==> src/rtl/iq_dual_queue_if.sv <==
// Fetch-to-issue queue bus: two write lanes in, two read lanes out, flush and status.
// master drives the queue (upstream/downstream side), slave is the queue itself.
interface iq_dual_queue_if #(
  parameter int unsigned DATA_W = 32,
  parameter int unsigned DEPTH  = 16,
  parameter int unsigned PTR_W  = $clog2(DEPTH)
);
  logic              flush_i;
  logic [1:0]        we_i;
  logic [DATA_W-1:0] wdata0_i;
  logic [DATA_W-1:0] wdata1_i;
  logic              allowin_o;
  logic [1:0]        pop_i;
  logic [DATA_W-1:0] rdata0_o;
  logic [DATA_W-1:0] rdata1_o;
  logic [1:0]        rvalid_o;
  logic [PTR_W:0]    count_o;
  logic              empty_o;
  logic              full_o;

  modport master (
    output flush_i, we_i, wdata0_i, wdata1_i, pop_i,
    input  allowin_o, rdata0_o, rdata1_o, rvalid_o, count_o, empty_o, full_o
  );

  modport slave (
    input  flush_i, we_i, wdata0_i, wdata1_i, pop_i,
    output allowin_o, rdata0_o, rdata1_o, rvalid_o, count_o, empty_o, full_o
  );
endinterface

==> src/rtl/iq_dual_queue.sv <==
// Two-in/two-out circular instruction queue with wrap-safe PTR_W+1 pointers,
// conservative allowin back-pressure and single-cycle flush.
module iq_dual_queue #(
  parameter int unsigned DATA_W = 32,
  parameter int unsigned DEPTH  = 16,
  parameter int unsigned PTR_W  = $clog2(DEPTH)
) (
  input logic           clk,
  input logic           rst_n,  // active-high synchronous reset
  iq_dual_queue_if.slave bus
);

  localparam logic [PTR_W:0] DualMax = (PTR_W+1)'(DEPTH - 2);
  localparam logic [PTR_W:0] DepthP  = (PTR_W+1)'(DEPTH);

  logic [DATA_W-1:0] mem_q [DEPTH];
  logic [PTR_W:0]    head_q, head_d, tail_q, tail_d;
  logic [PTR_W:0]    count;
  logic [PTR_W:0]    wnum, pnum;
  logic [PTR_W-1:0]  wr0_idx, wr1_idx, rd0_idx, rd1_idx;
  logic [1:0]        weff, pmask, peff, rvalid;
  logic              allowin;

  always_comb begin
    count   = head_q - tail_q;
    allowin = count <= DualMax;
    rvalid  = {|count[PTR_W:1], |count};

    weff = 2'b00;
    if (allowin && (bus.we_i == 2'b01 || bus.we_i == 2'b11)) begin
      weff = bus.we_i;
    end
    // Over-pop of 11 at count 1 degrades to 01; a bare lane-1 pop is illegal.
    pmask = bus.pop_i & rvalid;
    peff  = (pmask == 2'b10) ? 2'b00 : pmask;

    wnum   = (PTR_W+1)'(weff[0]) + (PTR_W+1)'(weff[1]);
    pnum   = (PTR_W+1)'(peff[0]) + (PTR_W+1)'(peff[1]);
    head_d = head_q + wnum;
    tail_d = tail_q + pnum;

    wr0_idx = head_q[PTR_W-1:0];
    wr1_idx = wr0_idx + PTR_W'(1);
    rd0_idx = tail_q[PTR_W-1:0];
    rd1_idx = rd0_idx + PTR_W'(1);
  end

  always_ff @(posedge clk) begin
    if (rst_n) begin
      head_q <= '0;
      tail_q <= '0;
    end else if (bus.flush_i) begin
      head_q <= '0;
      tail_q <= '0;
    end else begin
      head_q <= head_d;
      tail_q <= tail_d;
    end
  end

  // Storage is not reset; validity comes from the pointers alone.
  always_ff @(posedge clk) begin
    if (!rst_n && !bus.flush_i) begin
      if (weff[0]) mem_q[wr0_idx] <= bus.wdata0_i;
      if (weff[1]) mem_q[wr1_idx] <= bus.wdata1_i;
    end
  end

  assign bus.rdata0_o  = mem_q[rd0_idx];
  assign bus.rdata1_o  = mem_q[rd1_idx];
  assign bus.rvalid_o  = rvalid;
  assign bus.count_o   = count;
  assign bus.allowin_o = allowin;
  assign bus.empty_o   = (count == '0);
  assign bus.full_o    = (count == DepthP);

endmodule

==> src/flat_wrapper.sv <==
// flat-port wrapper written by rule: the top's interface ports become plain ports
module iq_dual_queue_flat 
#(
  parameter int unsigned DATA_W = 32,
  parameter int unsigned DEPTH  = 16,
  parameter int unsigned PTR_W  = $clog2(DEPTH)
)
  (clk, rst_n, bus_flush_i, bus_we_i, bus_wdata0_i, bus_wdata1_i, bus_pop_i, bus_allowin_o, bus_rdata0_o, bus_rdata1_o, bus_rvalid_o, bus_count_o, bus_empty_o, bus_full_o);
  iq_dual_queue_if #(.DATA_W(DATA_W), .DEPTH(DEPTH), .PTR_W(PTR_W)) bus_i ();
  input logic clk;
  input logic rst_n;
  input wire logic [$bits(bus_i.flush_i)-1:0] bus_flush_i;
  input wire logic [$bits(bus_i.we_i)-1:0] bus_we_i;
  input wire logic [$bits(bus_i.wdata0_i)-1:0] bus_wdata0_i;
  input wire logic [$bits(bus_i.wdata1_i)-1:0] bus_wdata1_i;
  input wire logic [$bits(bus_i.pop_i)-1:0] bus_pop_i;
  output wire logic [$bits(bus_i.allowin_o)-1:0] bus_allowin_o;
  output wire logic [$bits(bus_i.rdata0_o)-1:0] bus_rdata0_o;
  output wire logic [$bits(bus_i.rdata1_o)-1:0] bus_rdata1_o;
  output wire logic [$bits(bus_i.rvalid_o)-1:0] bus_rvalid_o;
  output wire logic [$bits(bus_i.count_o)-1:0] bus_count_o;
  output wire logic [$bits(bus_i.empty_o)-1:0] bus_empty_o;
  output wire logic [$bits(bus_i.full_o)-1:0] bus_full_o;
  assign bus_i.flush_i = bus_flush_i;
  assign bus_i.we_i = bus_we_i;
  assign bus_i.wdata0_i = bus_wdata0_i;
  assign bus_i.wdata1_i = bus_wdata1_i;
  assign bus_i.pop_i = bus_pop_i;
  assign bus_allowin_o = bus_i.allowin_o;
  assign bus_rdata0_o = bus_i.rdata0_o;
  assign bus_rdata1_o = bus_i.rdata1_o;
  assign bus_rvalid_o = bus_i.rvalid_o;
  assign bus_count_o = bus_i.count_o;
  assign bus_empty_o = bus_i.empty_o;
  assign bus_full_o = bus_i.full_o;
  iq_dual_queue #(.DATA_W(DATA_W), .DEPTH(DEPTH), .PTR_W(PTR_W)) u_core (.clk(clk), .rst_n(rst_n), .bus(bus_i));
endmodule
==> config.mk <==
export PLATFORM = sky130hd
export DESIGN_NAME = iq_dual_queue_flat
export DESIGN_NICKNAME = d
export VERILOG_FILES = /design/src/rtl/iq_dual_queue_if.sv /design/src/rtl/iq_dual_queue.sv /design/src/flat_wrapper.sv
export SDC_FILE = /design/constraint.sdc
export NUM_CORES = 1
export LEC_CHECK = 0
export ABC_CLOCK_PERIOD_IN_PS = 7600
export BUFFER_PORTS_ARGS = -buffer_cell sky130_fd_sc_hd__buf_2
export CORE_ASPECT_RATIO = 1.5
export CORE_UTILIZATION = 50
export CTS_CLUSTER_DIAMETER = 150
export DETAILED_ROUTE_END_ITERATION = 10
export PLACE_DENSITY = 0.75
export SKIP_CTS_REPAIR_TIMING = 1
export SLEW_MARGIN = 20
export SYNTH_ARGS = -nofsm -noshare
export SYNTH_HDL_FRONTEND = slang
export SYNTH_SLANG_ARGS = --single-unit
==> constraint.sdc <==
create_clock -name clk -period 7.6 [get_ports clk]
set_input_delay 0 -clock clk [delete_from_list [all_inputs] [get_ports clk]]
set_output_delay 0 -clock clk [all_outputs]
set_load 0.05 [all_outputs]
==> results.yml, run 1 <==
status:
  status: "finished, violations left"
  violations: "design-rule violations, negative hold slack"
sta:
  rsz0062_at_grt: "false"
  fmax_mhz: 185
  maxSlewHeadroom_pct: 22.6
  whs_ns: -0.0280
  fin_crit_sh_pct: 71.1
  period_minus_slack_ns: 5.40
  report.final.slew_viol_count: 0
  clock_skew_ns: 0.0162
  final.setup.tns_ns: 0
  setup_viol: 0
  tightest_slew_ns: 1.16
  hold_viol: 12
cells_and_area:
  layout_commonest_cell: "edfxtp_1"
  final_cells: 2669
  drive_gt1_share_pct: 50.5
  final_nets: 1915
  seqCellArea_um2: 15600
  fill_cells: 4689
  multi_input_area_um2: 14700
  final_cell_mix: "edfxtp_1, mux4_2, mux2_1"
  area_delta_synth_final_pct: 11.6
  final_design_area_no_fill_um2: 34900
routing:
  drt_iter0_drc: 1905
  ant_nets: 0
  wirelength_um: 87600
  wl_per_cell_um: 32.8
  first_pass_iters: 8
  drc: 38
  num_vias: 18400
  vias_per_cell: 6.88
setup_path:
  r2r-start: "u_core.tail_q[0]"
  crit_arrival_ns: 5.40
  crit_start: "u_core.tail_q[0]"
  rr_worst_depth: 10
  r2r_slack_ns: 2.40
  slowest_delay_ns: 0.92
  crit_chain: "buf_4, buf_4, buf_4, mux4_2, mux4_2, buf_2"
  path_max_fanout: 57
  critical-path-slowest-cell: "dfxtp_4"
  end_kind: "output pin"
  crit_end: "bus_rdata1_o[27]"
  start_kind: "register"
  critPathMostFrequentCell: "buf_4"
  path_class: "register to output pin"
  r2r_end: "u_core.mem_q[11][1]"
  worstPathRequired_ns: 7.60
pwr:
  p_leak_nw: 11.4
  peakVddDrop_uv: 213
  power_density_nw_per_um2: 228
  power.total_mw: 7.98
floorplan:
  die_w_um: 206
  die_area_um2: 63600
  pin_count: 145
  rows: 112
  core_um2: 62100
  start_util_pct: 50.4
  die_y_um: 308
worst_hold_path:
  hold_start: "bus_wdata0_i[7]"
  worst_hold_path_type: "primary input to register"
synth:
  synth_cell_type_count: 46
  ys_warn_count: 0
  syn_avg_cell_area_um2: 18.4
  async_flop_share_pct: 0
  ys_seq_area_share_pct: 49.7
  synth_top_cell_by_area: "edfxtp_1"
  synth_edf_count: 512
  yosys-top-cells-area: "edfxtp_1, mux4_2, mux2_4"
  synth_seq_cells: 522
  synth.cell_area_um2: 31300
  ys.flop_type: "edfxtp_1"
  synth_fp_nets: 1787
  synth_cells: 1703
  yosysTopAreaCellShare_pct: 49.1
cts:
  cts_tree: "built"
  cts_buffers: 49
  cts_buffer_depth: 3
  cts.sinks: 522
  cts_root_buf: "clkbuf_16"
  clk_pin_slew_worst_paths_ns: 0.06
  clock_latency_ns: 0.59
  htreeDepth: 2
global_routing:
  antenna_found_initial: 1
  grt_remaining_overflow: 0
  grt_pass1_wl_um: 126000
  first_global_vias: 18600
  grt_max_degree: 103
  track_usage_pct: 27.7
flow_run:
  max_cap_violations: 0
place:
  dpl_cell_area_um2: 32400
  routabilityCongestion: 0.812
  port_buffers: 144
  dp_hpwl_um: 47400
  dp_cells: 2485
## cells by family after synthesis
group	after synthesis	synth area share, %
DFF	522	49.7
muxes	832	43.2
buffers and inverters	212	3.65
AOI/OAI and AO/OA	14	0.332
and+or+nand+nor	99	2.11
xor gates and xnor gates	11	0.332
adders and majority gates	13	0.591
## cells in the mapped netlist (6+ instances only)
library cell / count
buf_2: 49
edfxtp_1: 512
mux4_2: 320
buf_4: 18
buf_6: 27
nor3_1: 21
nand3_4: 8
a21oi_1: 8
dfxtp_1: 10
xnor2_1: 7
mux2_1: 192
and3_1: 8
nor4_1: 7
inv_1: 11
ha_1: 10
mux2_4: 150
nand2_1: 7
nand3_1: 8
clkbuf_1: 98
mux2_2: 170
nor2_1: 17
buf_1: 6
## cell type report
type / count / share of cell area (%)
antenna: 2 / 0.0143
clock buffer: 63 / 3.78
clock inverter: 26 / 0.795
inverter: 13 / 0.143
multi-input combinational: 969 / 42.2
sequential: 522 / 44.6
tap: 798 / 2.86
timing repair buffer: 276 / 5.60
## worst min-delay path by stage
stage          cells after the start                   to  slack, ns
2_1_floorplan                      1  u_core.mem_q[2][21]       0.20
3_3_place_gp                       3     u_core.tail_q[1]       0.40
3_5_place_dp                       3     u_core.tail_q[0]       0.40
4_1_cts                            3     u_core.tail_q[0]      -0.21
5_1_grt                            2  u_core.mem_q[14][7]      0.007
6_report                           2  u_core.mem_q[14][7]      -0.03
## sequential cells by signal, summed over array words and instances (netlist names)
signal and count:
u_core.mem_q 512, u_core.head_q 5, u_core.tail_q 5
## where the power goes
part | switching, mW | internal, mW | total (mW)
clock | 1.10 | 1.43 | 2.53
sequential | 0.0561 | 3.19 | 3.24
combinational | 1.25 | 0.960 | 2.21
total | 2.40 | 5.58 | 7.98
## routing by layer
layer  wire length, µm  global-route usage (%)  up-vias
met5                 0                       0        -
met4              3590                    11.6        0
met3              6570                    4.06      228
met2             46500                    48.7     1016
met1             30900                    33.7     9751
li1                  -                       -     7376
## worst max-delay path: cells and delay by family (launching register included)
kind	cells	cell delay, ns
muxes	2	1.12
DFF	1	0.92
buffers and inverters	4	2.65
## stage by stage
step | hold slack [ns] | setup WS, ns | util, %
floorplan | 0.201 | 0.768 | -
global placement | 0.396 | 2.69 | 52.2
detailed placement | 0.397 | 2.50 | 52.2
CTS | -0.209 | 2.09 | 54.8
global route | 0.00715 | 1.86 | 56.3
finish | -0.0280 | 2.20 | 56.3
(Power assumes the default switching activity.)
==> run 2: changes to the inputs <==
--- a/config.mk
+++ b/config.mk
@@ -5,13 +5,13 @@
 export SDC_FILE = /design/constraint.sdc
 export NUM_CORES = 1
 export LEC_CHECK = 0
-export ABC_CLOCK_PERIOD_IN_PS = 7600
+export ABC_CLOCK_PERIOD_IN_PS = 4300
 export BUFFER_PORTS_ARGS = -buffer_cell sky130_fd_sc_hd__buf_2
 export CORE_ASPECT_RATIO = 1.5
 export CORE_UTILIZATION = 50
 export CTS_CLUSTER_DIAMETER = 150
 export DETAILED_ROUTE_END_ITERATION = 10
-export PLACE_DENSITY = 0.75
+export PLACE_DENSITY = 0.78
 export SKIP_CTS_REPAIR_TIMING = 1
 export SLEW_MARGIN = 20
 export SYNTH_ARGS = -nofsm -noshare
==> constraint.sdc (replaced) <==
create_clock -name clk -period 4.3 [get_ports clk]
set_input_delay 0 -clock clk [delete_from_list [all_inputs] [get_ports clk]]
set_output_delay 0 -clock clk [all_outputs]
set_load 0.05 [all_outputs]
==> run 2 against run 1 <==
The flow still finishes with violations (design-rule violations, negative hold slack); routed wire length shrank 1.3%; design area grew 1.7%; largest cell class unchanged; via count increased by 0.85%; sequential share of layout area decreased by 0.76 points; worst hold slack got worse by 0.012 ns; sequential power increased by 75%; core utilization rose by 0.98 points; worst setup slack got worse by 2.1 ns; global-route usage decreased by 0.31 points; first-iteration DRC count down 1.6%.
==> results.yml, run 2 (synthesis gave the netlist of run 1 again) <==
sta:
  final.setup.tns_ns: 0
  whs_ns: -0.0398
  report.final.slew_viol_count: 0
  period_minus_slack_ns: 4.17
  setup_viol: 0
  tightest_slew_ns: 1.03
  fmax_mhz: 240
  maxSlewHeadroom_pct: 31.5
  fin_crit_sh_pct: 97.0
  clock_skew_ns: 0.0199
  hold_viol: 1
worst_hold_path:
  hold_start: "bus_pop_i[1]"
  holdPathEnd: "u_core.tail_q[0]"
  whs_path_depth: 4
  worst_hold_path_type: "primary input to register"
cells_and_area:
  area_delta_synth_final_pct: 13.5
  fill_cells: 4608
  final_nets: 1936
  largest_reg_flops: 512
  final_cell_mix: "edfxtp_1, mux4_2, mux2_1"
  regMostFlops: "u_core.mem_q"
  largest_registers: "u_core.mem_q: 512 flops, u_core.head_q: 5 flops, u_core.tail_q: 5 flops"
  final_util_pct: 57.2
  drive_gt1_share_pct: 52.4
  layout_commonest_cell: "edfxtp_1"
floorplan:
  die_y_um: 308
  core_um2: 62100
  die_area_um2: 63600
  die_w_um: 206
  pin_count: 145
  rows: 112
  start_util_pct: 50.4
setup_path:
  r2r_end: "u_core.mem_q[8][24]"
  worstPathRequired_ns: 4.64
  path_class: "register to register"
  rr_worst_depth: 12
  r2r_slack_ns: 0.13
  crit_arrival_ns: 4.51
  slowest_delay_ns: 0.56
  end_kind: "register"
  path_max_fanout: 19
  critical-path-slowest-cell: "dlygate4sd3_1"
  start_kind: "register"
  critPathMostFrequentCell: "inv_1"
  r2r-start: "u_core.head_q[0]"
  crit_chain: "inv_1, ha_1, inv_1, fa_2, xnor2_4, clkinvlp_4, and4_4, nor2_4, nand3_4, buf_12, mux2_1, dlygate4sd3_1"
status:
  status: "finished, violations left"
  violations: "design-rule violations, negative hold slack"
place:
  dp_hpwl_um: 51600
  routabilityCongestion: 0.806
  port_buffers: 144
cts:
  cts_buffers: 49
  cts_buffer_depth: 3
  cts_root_buf: "clkbuf_16"
  cts_tree: "built"
  clock_latency_ns: 0.59
  cts.sinks: 522
  htreeDepth: 2
  clk_pin_slew_worst_paths_ns: 0.06
pwr:
  peakVddDrop_uv: 496
  power_density_nw_per_um2: 406
  p_leak_nw: 11.6
global_routing:
  grt_remaining_overflow: 0
  grt_pass1_wl_um: 125000
  grt_max_degree: 136
  first_global_vias: 18900
  antenna_found_initial: 4
  track_usage_pct: 27.4
routing:
  drt_iter0_drc: 1875
  drc: 48
  wl_per_cell_um: 32.1
  num_vias: 18500
  ant_nets: 0
  vias_per_cell: 6.88
  first_pass_iters: 10
  wirelength_um: 86500
flow_run:
  max_cap_violations: 0
[run 2: changes by cell type in the layout (fill, tap and decap cells not counted), moves of 4 or more]
cell	delta
clkinv_1	-4
nor4_2	-7
nor3_2	-6
bufinv_16	+4
buf_4	+17
nor3_4	+7
dlygate4sd3_1	-14
nor4_4	+7
buf_12	+17
[run 2: layout make-up]
type	count	area [µm²]	area share, %
Antenna cell	3	7.51	0.0211
Clock buffer	59	1280	3.62
Clock inverter	32	443	1.25
Inverter	13	52.6	0.148
Multi-Input combinational cell	969	14900	41.8
Sequential cell	522	15600	43.9
Tap cell	798	998	2.81
Timing Repair Buffer	297	2310	6.51
[run 2: how the worst max path moves through the flow]
| stage | startpoint | endpoint | slack, ns | cells past startpoint |
|---|---|---|---|---|
| finish | u_core.head_q[0] | u_core.mem_q[8][24] | 0.13 | 12 |
| global route | u_core.head_q[0] | u_core.mem_q[8][24] | -0.002 | 12 |
| CTS | u_core.tail_q[1] | bus_rdata1_o[18] | 0.13 | 7 |
| detailed placement | u_core.head_q[0] | u_core.mem_q[5][12] | 0.51 | 11 |
| global placement | u_core.head_q[0] | u_core.mem_q[5][17] | 0.58 | 11 |
| floorplan | u_core.tail_q[1] | u_core.mem_q[10][0] | 0.008 | 13 |
[run 2: per-layer routing]
layer	GRT usage [%]	share of wire (%)	up-vias
li1	-	-	7405
met1	33.4	36	9828
met2	47.2	52	1048
met3	4.45	7.7	245
met4	12.8	4.8	2
met5	0	0.015	-
[run 2: critical path, delay by kind of cell (launching register included)]
family	cells	cell delay [ns]
mux	1	0.31
simple gates	3	1.11
fa+ha+maj	2	0.60
xor+xnor	1	0.22
buf+inv	5	1.28
flops	1	0.37
[run 2: power breakdown]
part	internal (mW)	leakage (nW)	switching [mW]
Clock	2.75	0.836	1.96
Sequential	5.63	4.69	0.0267
Combinational	1.73	6.11	2.33
Total	10.1	11.6	4.31
[run 2: through the flow]
| step | setup slack, ns | power, mW | cell area [µm²] | hold slack (ns) | instances |
|---|---|---|---|---|---|
| after floorplan | 0.00781 | 8.91 | 31600 | 0.201 | 1703 |
| after global placement | 0.580 | 9.72 | 33000 | 0.404 | 2519 |
| after detailed placement | 0.512 | 9.77 | 33000 | 0.408 | 2519 |
| after CTS | 0.130 | 14.4 | 34700 | -0.198 | 2610 |
| after global routing | -0.00151 | 14.8 | 35500 | 0.00870 | 2692 |
| final | 0.128 | 14.4 | 35500 | -0.0398 | 2693 |
